===== config.mk =====
export PLATFORM = sky130hd
export DESIGN_NAME = walk_pattern_gen
export DESIGN_NICKNAME = d
export VERILOG_FILES = /design/src/rtl/walk_pkg.sv /design/src/rtl/walk_pattern_gen.sv
export SDC_FILE = /design/constraint.sdc
export NUM_CORES = 1
export LEC_CHECK = 0
export ABC_AREA = 1
export CORE_MARGIN = 4
export CORE_UTILIZATION = 50
export CTS_CLUSTER_SIZE = 25
export DETAILED_ROUTE_END_ITERATION = 16
export HOLD_SLACK_MARGIN = 0.1
export PLACE_DENSITY = 0.88
export SLEW_MARGIN = 0
export SYNTH_ARGS = -nofsm -noshare
export SYNTH_HDL_FRONTEND = slang
export SYNTH_SLANG_ARGS = --single-unit

===== constraint.sdc =====
create_clock -name clk -period 1.8 [get_ports clk]
set_input_delay 0.27 -clock clk [delete_from_list [all_inputs] [get_ports clk]]
set_output_delay 0.27 -clock clk [all_outputs]
set_load 0.1 [all_outputs]

===== src/rtl/walk_pkg.sv =====
// Shared types for the walking-pattern stimulus source.
//   walk_state_e : sequencer states (IDLE, RUN, DONE)
//   walk_mode_e  : pattern polarity (WALK_ONE = single 1, WALK_ZERO = single 0)
package walk_pkg;

    typedef enum logic [1:0] {
        IDLE = 2'd0,
        RUN  = 2'd1,
        DONE = 2'd2
    } walk_state_e;

    typedef enum logic {
        WALK_ONE  = 1'b0,
        WALK_ZERO = 1'b1
    } walk_mode_e;

endpackage


===== src/rtl/walk_pattern_gen.sv =====
// Walking-pattern stimulus source for the bit-transform stage.
// On an accepted start it emits WIDTH+1 beats over a valid/ready handshake:
// a single 1 (mode=0) or 0 (mode=1) walking from bit 0 to bit WIDTH-1, then a
// flush beat (all 0 / all 1) once the bit has shifted out, then a done pulse.
//
// Ports:
//   clk        rising-edge clock
//   rst_n      synchronous active-low reset
//   start      one-cycle request, honoured only in IDLE
//   mode       0 = walking-one, 1 = walking-zero, latched with start
//   out_valid  beat valid
//   out_ready  consumer accept
//   pattern    current beat (0 whenever out_valid is low)
//   beat_idx   current beat index, 0..WIDTH
//   out_last   marks beat WIDTH
//   busy       high while beats are being presented
//   done       one-cycle pulse after the last beat is accepted
//   loop       (only with WALK_PATTERN_LOOP_EN) latched with start; while it
//              stays high, the final beat wraps straight back to beat 0
//
// Build option: define WALK_PATTERN_LOOP_EN to add the loop port.
module walk_pattern_gen
    import walk_pkg::*;
#(
    parameter int unsigned WIDTH = 8
) (
    input  logic                       clk,
    input  logic                       rst_n,
    input  logic                       start,
    input  logic                       mode,
`ifdef WALK_PATTERN_LOOP_EN
    input  logic                       loop,
`endif
    output logic                       out_valid,
    input  logic                       out_ready,
    output logic [WIDTH-1:0]           pattern,
    output logic [$clog2(WIDTH+1)-1:0] beat_idx,
    output logic                       out_last,
    output logic                       busy,
    output logic                       done
);

    localparam int unsigned IDXW = $clog2(WIDTH + 1);
    localparam logic [IDXW-1:0] PRELAST_IDX = IDXW'(WIDTH - 1);

    localparam logic [WIDTH-1:0] FIRST_ONE  = {{(WIDTH-1){1'b0}}, 1'b1};
    localparam logic [WIDTH-1:0] FIRST_ZERO = {{(WIDTH-1){1'b1}}, 1'b0};

    walk_state_e state;
    walk_mode_e  mode_q;
    logic        wrap;

`ifdef WALK_PATTERN_LOOP_EN
    logic loop_q;

    // Wrap needs both the latched request and the live input: dropping loop
    // lets the current pass finish through DONE.
    assign wrap = loop_q && loop;

    always_ff @(posedge clk) begin
        if (!rst_n) begin
            loop_q <= 1'b0;
        end else if (state == IDLE && start) begin
            loop_q <= loop;
        end
    end
`else
    assign wrap = 1'b0;
`endif

    always_ff @(posedge clk) begin
        if (!rst_n) begin
            state     <= IDLE;
            mode_q    <= WALK_ONE;
            out_valid <= 1'b0;
            pattern   <= '0;
            beat_idx  <= '0;
            out_last  <= 1'b0;
            busy      <= 1'b0;
            done      <= 1'b0;
        end else begin
            case (state)
                IDLE: begin
                    if (start) begin
                        state     <= RUN;
                        mode_q    <= walk_mode_e'(mode);
                        out_valid <= 1'b1;
                        busy      <= 1'b1;
                        beat_idx  <= '0;
                        out_last  <= 1'b0;
                        pattern   <= mode ? FIRST_ZERO : FIRST_ONE;
                    end
                end

                RUN: begin
                    if (out_ready) begin
                        if (out_last) begin
                            if (wrap) begin
                                pattern  <= (mode_q == WALK_ZERO) ? FIRST_ZERO : FIRST_ONE;
                                beat_idx <= '0;
                                out_last <= 1'b0;
                            end else begin
                                state     <= DONE;
                                out_valid <= 1'b0;
                                busy      <= 1'b0;
                                done      <= 1'b1;
                                pattern   <= '0;
                                beat_idx  <= '0;
                                out_last  <= 1'b0;
                            end
                        end else begin
                            // Fill bit equals the background polarity, so the
                            // flush beat appears when the walking bit leaves.
                            pattern  <= {pattern[WIDTH-2:0], (mode_q == WALK_ZERO)};
                            beat_idx <= beat_idx + 1'b1;
                            out_last <= (beat_idx == PRELAST_IDX);
                        end
                    end
                end

                DONE: begin
                    done  <= 1'b0;
                    state <= IDLE;
                end

                default: begin
                    state <= IDLE;
                end
            endcase
        end
    end

endmodule


==> results.yml, run 1 <==
drt:
  routed-via-count: 800
  viasPerCell: 5.10
  drtPass1Iterations: 4
  routedWlPerCell_um: 10.6
  final_antenna_net_count: 0
  drtIter0Drc: 36
  wl_um: 1660
  drc_errors: 0
sta:
  rsz0062_at_grt: "false"
  finalHoldViolations: 0
  worstMarginPinSlew_ns: 0.327
  clock_skew_ns: 0.00554
  maxSlewHeadroom_pct: 78.1
  post-route-period-util_pct: 76.1
  tns_ns: 0
  slew_violations: 0
  fin_crit_ns: 1.37
  fmax_mhz: 730
  setup_viol: 0
global_routing:
  grt_pass1_vias: 683
  grt_pass1_wl_um: 2990
  grt-ovfl-total: 0
  antenna_found_initial: 0
  grt_max_degree: 18
  track_usage_pct: 15.4
pwr:
  clockPowerShare_pct: 16.9
  power_frac_comb_pct: 42.4
  p_per_area_nw_per_um2: 1070
  p_sw_w: 0.000515
  internal_power_w: 0.000645
  seqPwrFrac_pct: 40.7
  switching_share_pct: 44.4
  irDropWorstVdd_mv: 0.686
  p_leak_nw: 0.497
worst_setup_path:
  critPathTopFamily: "simple AND/OR/NAND/NOR gates"
  worstPathRequired_ns: 1.98
  worstSetupEndpointType: "register"
  max_stage_delay_ns: 0.50
  path_max_fanout: 17
  crit_cells: 6
  path_cells: "clkdlybuf4s50_1 -> nand3_1 -> nand2_4 -> nand2_1 -> nor2_1 -> nor2_1"
  slowest_stage: "clkdlybuf4s50_1"
  cpMostUsedCell: "nor2_1"
  cp.arrival_ns: 1.55
  cp-start-kind: "input pin"
  r2r_start: "state[1]"
  r2r-end: "pattern[7]"
  path_buf_inv: 1
  cp-startpoint: "out_ready"
  criticalPathCategory: "in -> reg"
  rrSetupSlack_ns: 0.50
  r2r.worst_path.cells: 6
placement:
  placed_cell_area_um2: 1060
  dpl.hpwl_um: 1260
  dp.cells: 154
  routabilityCongestion: 0.809
  io_buffers: 20
clocking:
  cts_buffer_depth: 2
  cts_tree: "yes"
  cts_sinks: 18
  cts_hold_buf: 0
  clockRootBuffer: "clkbuf_4"
  htreeDepth: 1
  ctsResizeCount: 0
  insertion_delay_ns: 0.29
  cts_buffers: 3
  clk_pin_slew_ns: 0.10
  postCtsSetupRepairBufs: 0
yosys:
  syn_nets: 128
  synthTopCellsByCount: "nor2_1 (39), nand2_1 (22), dfxtp_1 (18), o21ai_0 (12), inv_1 (10)"
  syn_area_per_cell_um2: 6.70
  synth_cell_types: 16
  syn-instance-count: 122
  yosysTopAreaCellShare_pct: 44.1
  async_flop_share_pct: 0
  synth-main-ff-cell: "dfxtp_1"
  synth_warnings: 0
  synth_most_common_cell: "nor2_1"
  synth_edf_count: 0
  ys_seq_elements: 18
  yosys.area.top_type: "dfxtp_1"
  ys_seq_area_share_pct: 44.1
  syn_area_um2: 817
  synthTopCellsByArea: "dfxtp_1 (44%), nor2_1 (18%), nand2_1 (10%)"
finish:
  fin_util_pct: 71.0
  fin_area_um2: 1080
  final_cells: 157
  n_antenna_cell: 0
  nets: 149
  fill_cells: 116
  syn2layout_area_growth_pct: 32.5
  drive_gt1_share_pct: 15.6
die:
  dieWidth_um: 48.4
  pin_count: 21
  initial_utilization_pct: 53.6
  coreArea_um2: 1520
  rows: 14
  die_h_um: 48.4
  die-area_um2: 2340
hold_path:
  min_path_type: "reg -> reg"
  hold_start: "mode_q"
  hold_depth: 2
  holdPathEnd: "mode_q"
flow_run:
  max-cap-violations: 0
outcome:
  status: "finished clean"
[power by group through the flow]
stage	Combinational, W	Clock (W)	Sequential [W]
floorplan	0.000144	0	0.000704
global placement	0.000487	0	0.000481
detailed placement	0.000492	0	0.000482
CTS	0.000493	0.000200	0.000473
global route	0.000518	0.000222	0.000480
finish	0.000492	0.000196	0.000473
[state kept, by name (all words and copies together) (netlist names)]
register / cells
pattern: 8
beat_idx: 4
state: 2
busy: 1
done: 1
mode_q: 1
out_last: 1
[stage by stage]
step / power [W] / hold WS, ns / setup WS (ns)
floorplan: 0.000848 / 0.408 / 0.115
global placement: 0.000968 / 0.433 / 0.215
detailed placement: 0.000974 / 0.444 / 0.155
CTS: 0.00117 / 0.459 / 0.458
global route: 0.00122 / 0.480 / 0.318
finish: 0.00116 / 0.451 / 0.431
[layer usage]
metal | part of all wire, % | GRT usage [%] | vias up
li1 | - | - | 417
met1 | 48 | 20.4 | 362
met2 | 47 | 24.6 | 17
met3 | 4.9 | 3.68 | 4
met4 | 0.78 | 4.15 | 0
met5 | 0 | 0 | -
[area by class of cell]
class | instances | area (um2) | share of cell area, %
clock buffers | 3 | 22.5 | 2.08
inverters | 10 | 37.5 | 3.47
multi-input cells | 89 | 387 | 35.7
flip-flops and latches | 18 | 360 | 33.3
well taps | 16 | 20.0 | 1.85
repair buffers | 21 | 255 | 23.6
[placed cells by master, fill, tap and decap left out, drive strengths merged]
master,synthesis,final
nor2,39,39
o21a,1,1
clkdlybuf4s50,0,4
inv,10,10
nand3,6,6
dfxtp,18,18
nand2,24,24
o21ai,14,14
buf,4,17
clkbuf,1,3
a21oi,4,4
ha,1,1
[cells by family after synthesis]
kind of cell               share of synthesized area [%]
AOI/OAI and AO/OA                                   11.9
adders and majority gates                           1.53
buffers and inverters                               8.58
DFF                                                 44.1
and+or+nand+nor                                     33.8
[tightest hold or removal path, stage by stage, from the launching register on]
cell and delay, ns:
dfxtp_1 0.32, inv_1 0.04, a21oi_1 0.05
[how the worst max path moves through the flow]
stage               slack [ns]     endpoint
finish                    0.43   pattern[7]
global placement          0.21   pattern[7]
detailed placement        0.15   pattern[7]
floorplan                 0.11  beat_idx[1]
global route              0.32   pattern[6]
CTS                       0.46   pattern[7]
No activity file was read; power rests on OpenSTA's default activity.
==> inputs of run 2 (changes only) <==
--- a/config.mk
+++ b/config.mk
@@ -7,11 +7,11 @@
 export LEC_CHECK = 0
 export ABC_AREA = 1
 export CORE_MARGIN = 4
-export CORE_UTILIZATION = 50
+export CORE_UTILIZATION = 42
 export CTS_CLUSTER_SIZE = 25
 export DETAILED_ROUTE_END_ITERATION = 16
 export HOLD_SLACK_MARGIN = 0.1
-export PLACE_DENSITY = 0.88
+export PLACE_DENSITY = 0.79
 export SLEW_MARGIN = 0
 export SYNTH_ARGS = -nofsm -noshare
 export SYNTH_HDL_FRONTEND = slang
==> constraint.sdc (replaced) <==
create_clock -name clk -period 1.2 [get_ports clk]
set_input_delay 0.18 -clock clk [delete_from_list [all_inputs] [get_ports clk]]
set_output_delay 0.18 -clock clk [all_outputs]
set_load 0.1 [all_outputs]
==> results.yml, run 2 (synthesized netlist as in run 1, its figures left out) <==
drt:
  viasPerCell: 5.01
  routed-via-count: 881
  drtPass1Iterations: 4
  drtIter0Drc: 11
  routedWlPerCell_um: 12.2
  final_antenna_net_count: 0
  wl_um: 2140
  drc_errors: 0
hold_path:
  hold_depth: 2
  holdPathEnd: "mode_q"
  min_path_type: "reg -> reg"
  hold_start: "mode_q"
die:
  die-area_um2: 2710
  rows: 15
  coreArea_um2: 1780
  initial_utilization_pct: 45.8
  pin_count: 21
  die_h_um: 52.1
  dieWidth_um: 52.1
outcome:
  status: "finished clean"
global_routing:
  grt_pass1_wl_um: 3480
  grt_max_degree: 11
  grt_pass1_vias: 829
  track_usage_pct: 17.6
  grt-ovfl-total: 0
  antenna_found_initial: 0
sta:
  setup_slack_ns: 0.102
  post-route-period-util_pct: 91.5
  maxSlewHeadroom_pct: 83.6
  slew_violations: 0
  rsz0062_at_grt: "false"
  clock_skew_ns: 0.0132
  finalHoldViolations: 0
  setup_viol: 0
  worstMarginPinSlew_ns: 0.245
  fin_crit_ns: 1.10
  fmax_mhz: 911
worst_setup_path:
  path_max_fanout: 9
  cp-start-kind: "register"
  r2r_start: "state[0]"
  path_cells: "nor2_2 -> nand2_2 -> nand2_4 -> buf_6 -> o21ai_0 -> nor2_1"
  cp.arrival_ns: 1.29
  slowest_stage: "dfxtp_4"
  rrSetupSlack_ns: 0.10
  r2r-end: "pattern[4]"
  worstSetupEndpointType: "register"
  r2r.worst_path.cells: 6
  criticalPathCategory: "reg -> reg"
  max_stage_delay_ns: 0.38
  worstPathRequired_ns: 1.39
finish:
  final_common_cell: "nor2_1"
  largest_register_ffs: 8
  nets: 158
  drive_gt1_share_pct: 33.8
  final_cell_mix: "nor2_1 (38), nand2_1 (21), buf_12 (16), dfxtp_2 (11)"
  n_antenna_cell: 0
  fin_util_pct: 74.5
  largest_register: "pattern"
  largestRegisters: "pattern: 8 flops, beat_idx: 4 flops, state: 2 flops"
  syn2layout_area_growth_pct: 62.5
placement:
  place_ws_ns: -0.266
  dpl.hpwl_um: 1640
  routabilityCongestion: 0.863
  io_buffers: 20
clocking:
  htreeDepth: 1
  cts_tree: "yes"
  cts_buffer_depth: 2
  cts_sinks: 18
  insertion_delay_ns: 0.29
  clockRootBuffer: "clkbuf_4"
  clk_pin_slew_ns: 0.11
  cts_buffers: 3
  cts_hold_buf: 0
pwr:
  p_per_area_nw_per_um2: 1460
  irDropWorstVdd_mv: 1.08
  p_leak_nw: 0.581
flow_run:
  max-cap-violations: 0
[run 2: cell types whose count changed in the layout (fill, tap and decap cells not counted), moves of 2 or more]
cell     previous run  this run
o21ai_0            12        10
dfxtp_2             0        11
dfxtp_4             0         6
o21ai_1             2         4
buf_12              7        16
dfxtp_1            18         1
[run 2: area by class of cell]
class | instances | area [um2]
Sequential cell | 18 | 397
Timing Repair Buffer | 30 | 439
Multi-Input combinational cell | 89 | 397
Tap cell | 25 | 31.3
Clock buffer | 4 | 26.3
Inverter | 10 | 37.5
Fill cell | 128 | 455
[run 2: routing by layer]
layer  share of wire, %  track usage [%]
met5                  0                0
met4               0.89             6.55
met3                5.1             4.30
met2                 54             32.4
met1                 40             18.9
[run 2: worst max path at each step]
stage / startpoint / to / slack (ns) / depth (start not counted)
after global routing: state[0] / busy / 0.002 / 5
after floorplan: beat_idx[0] / beat_idx[1] / 0.06 / 5
after global placement: out_ready / pattern[7] / -0.21 / 6
after detailed placement: out_ready / pattern[6] / -0.27 / 6
final: state[0] / pattern[4] / 0.10 / 6
after CTS: state[0] / pattern[4] / 0.06 / 6
[run 2: per-stage QoR]
stage               total power, W  cells  hold WS [ns]  area (um2)  TNS [ns]
global route               0.00203    176         0.492        1330         0
CTS                        0.00193    176         0.459        1320         0
global placement           0.00160    172         0.436        1280     -2.03
floorplan                  0.00128    122         0.318         848         0
finish                     0.00193    176         0.454        1330         0
detailed placement         0.00162    172         0.443        1280     -2.92
[run 2: power by group]
group | total, W | internal, W | switching [W]
sequential | 0.000741 | 0.000663 | 0.0000781
clock | 0.000311 | 0.000129 | 0.000182
combinational | 0.000880 | 0.000317 | 0.000563
total | 0.00193 | 0.00111 | 0.000823
[run 2: what timing repair did]
action	4_1_cts	5_1_grt
pin swaps	0	1
buffers inserted	0	0
gates resized for setup	2	7
endpoints found under the setup margin	1	11
[run 2: worst max-delay path, delay by kind of cell (launching register included)]
| family | cells | cell delay, ns |
|---|---|---|
| buf+inv | 1 | 0.14 |
| simple gates | 4 | 0.31 |
| flops | 1 | 0.38 |
| compound gates | 1 | 0.17 |
==> inputs of run 3 (changes only) <==
--- a/config.mk
+++ b/config.mk
@@ -7,11 +7,11 @@
 export LEC_CHECK = 0
 export ABC_AREA = 1
 export CORE_MARGIN = 4
-export CORE_UTILIZATION = 42
+export CORE_UTILIZATION = 50
 export CTS_CLUSTER_SIZE = 25
 export DETAILED_ROUTE_END_ITERATION = 16
 export HOLD_SLACK_MARGIN = 0.1
-export PLACE_DENSITY = 0.79
+export PLACE_DENSITY = 0.88
 export SLEW_MARGIN = 0
 export SYNTH_ARGS = -nofsm -noshare
 export SYNTH_HDL_FRONTEND = slang
==> constraint.sdc (replaced) <==
create_clock -name clk -period 1.3 [get_ports clk]
set_input_delay 0.195 -clock clk [delete_from_list [all_inputs] [get_ports clk]]
set_output_delay 0.195 -clock clk [all_outputs]
set_load 0.1 [all_outputs]
==> results.yml, run 3 (synthesized netlist as in run 1, its figures left out) <==
finish:
  syn2layout_area_growth_pct: 57.4
  drive_gt1_share_pct: 30.9
  largestRegisters: "pattern: 8 flops, beat_idx: 4 flops, state: 2 flops"
  largest_register_ffs: 8
  final_common_cell: "nor2_1"
  n_antenna_cell: 0
  final_cell_mix: "nor2_1 (39), nand2_1 (21), buf_12 (16), dfxtp_2 (14), o21ai_0 (12)"
  nets: 156
  largest_register: "pattern"
placement:
  routabilityCongestion: 0.824
  dpl.hpwl_um: 1550
  io_buffers: 20
  place_ws_ns: -0.157
drt:
  drtIter0Drc: 13
  wl_um: 1990
  drc_errors: 0
  viasPerCell: 5.16
  routed-via-count: 852
  final_antenna_net_count: 0
  routedWlPerCell_um: 12.0
  drtPass1Iterations: 4
pwr:
  internal_power_w: 0.00107
  seqPwrFrac_pct: 37.6
  p_total_w: 0.00182
  clockPowerShare_pct: 18.8
  irDropWorstVdd_mv: 1.13
  p_sw_w: 0.000752
  p_per_area_nw_per_um2: 1410
  power_frac_comb_pct: 43.6
  p_leak_nw: 0.573
  switching_share_pct: 41.3
clocking:
  postCtsSetupRepairBufs: 0
  clk_pin_slew_ns: 0.10
  insertion_delay_ns: 0.30
  cts_sinks: 18
  htreeDepth: 1
  cts_buffer_depth: 2
  cts_tree: "yes"
  cts_hold_buf: 0
  cts_buffers: 3
  clockRootBuffer: "clkbuf_4"
  ctsResizeCount: 0
global_routing:
  track_usage_pct: 17.9
  antenna_found_initial: 0
  grt_pass1_wl_um: 3350
  grt-ovfl-total: 0
  use_met1_pct: 19.7
  top_usage_layer: "met2"
  grt_pass1_vias: 842
  grt_max_degree: 11
  grt_util_met2_pct: 29.6
  met3_usage_pct: 5.83
worst_setup_path:
  cp-startpoint: "state[1]"
  cp-start-kind: "register"
  max_stage_delay_ns: 0.37
  path_max_fanout: 8
  worstPathRequired_ns: 1.49
  criticalPathCategory: "reg -> reg"
  path_cells: "inv_1 -> nand3_2 -> nand2_4 -> buf_4 -> o21ai_0 -> nor2_1"
  cp.arrival_ns: 1.35
  critPathTopFamily: "flip-flops"
  slowest_stage: "dfxtp_1"
  r2r_start: "state[1]"
  worstSetupEndpointType: "register"
  path_buf_inv: 2
sta:
  worstMarginPinSlew_ns: 0.230
  setup_slack_ns: 0.143
  finalHoldViolations: 0
  fmax_mhz: 865
  clock_skew_ns: 0.0104
  maxSlewHeadroom_pct: 84.6
  setup_viol: 0
  rsz0062_at_grt: "false"
  fin_crit_ns: 1.16
  slew_violations: 0
  post-route-period-util_pct: 89.0
die:
  initial_utilization_pct: 53.6
  die_h_um: 48.4
  dieWidth_um: 48.4
  die-area_um2: 2340
  pin_count: 21
  rows: 14
  coreArea_um2: 1520
outcome:
  status: "finished clean"
flow_run:
  max-cap-violations: 0
hold_path:
  hold_start: "mode_q"
  min_path_type: "reg -> reg"
[run 3: tightest hold or removal path: cells and delay by family, from the launching register on]
kind / cells / cell delay, ns
AOI/OAI and AO/OA: 1 / 0.05
DFF: 1 / 0.32
buffers and inverters: 1 / 0.05
[run 3: per-layer routing]
| metal | wire length, um | up-vias |
|---|---|---|
| met5 | 0 | - |
| met4 | 30 | 0 |
| met3 | 97 | 4 |
| met2 | 1030 | 24 |
| met1 | 824 | 392 |
| li1 | - | 432 |
[run 3: final cells by class]
| cell class | instances | area (um2) |
|---|---|---|
| timing repair buffer | 28 | 420 |
| multi-input combinational | 89 | 394 |
| sequential | 18 | 378 |
| fill | 76 | 238 |
| inverter | 10 | 37.5 |
| clock buffer | 4 | 36.3 |
| tap | 16 | 20.0 |
[run 3: metrics by stage]
step | utilization (%) | cells | area (um2) | hold WS [ns] | TNS (ns)
4_1_cts | 83.8 | 165 | 1280 | 0.468 | 0
3_3_place_gp | 81.4 | 161 | 1240 | 0.436 | -0.934
3_5_place_dp | 81.4 | 161 | 1240 | 0.453 | -1.42
5_1_grt | 84.4 | 165 | 1290 | 0.498 | 0
6_report | 84.4 | 165 | 1290 | 0.459 | 0
2_1_floorplan | - | 122 | 833 | 0.333 | -0.0226
[run 3: path summary, 6_finish.rpt]
| path | end | slack, ns | depth (start not counted) |
|---|---|---|---|
| worst max-delay path | pattern[3] | 0.14 | 6 |
| worst min-delay path | mode_q | 0.46 | 2 |
| worst max register to register | pattern[3] | 0.14 | 6 |
| worst min register to register | mode_q | 0.46 | 2 |
[run 3: power groups by stage]
stage                     clock network [W]  registers [W]  logic (W)
after global placement                    0       0.000691   0.000779
after global routing               0.000384       0.000692   0.000832
after CTS                          0.000352       0.000683   0.000792
after detailed placement                  0       0.000694   0.000790
final                              0.000342       0.000685   0.000793
after floorplan                           0       0.000987   0.000198
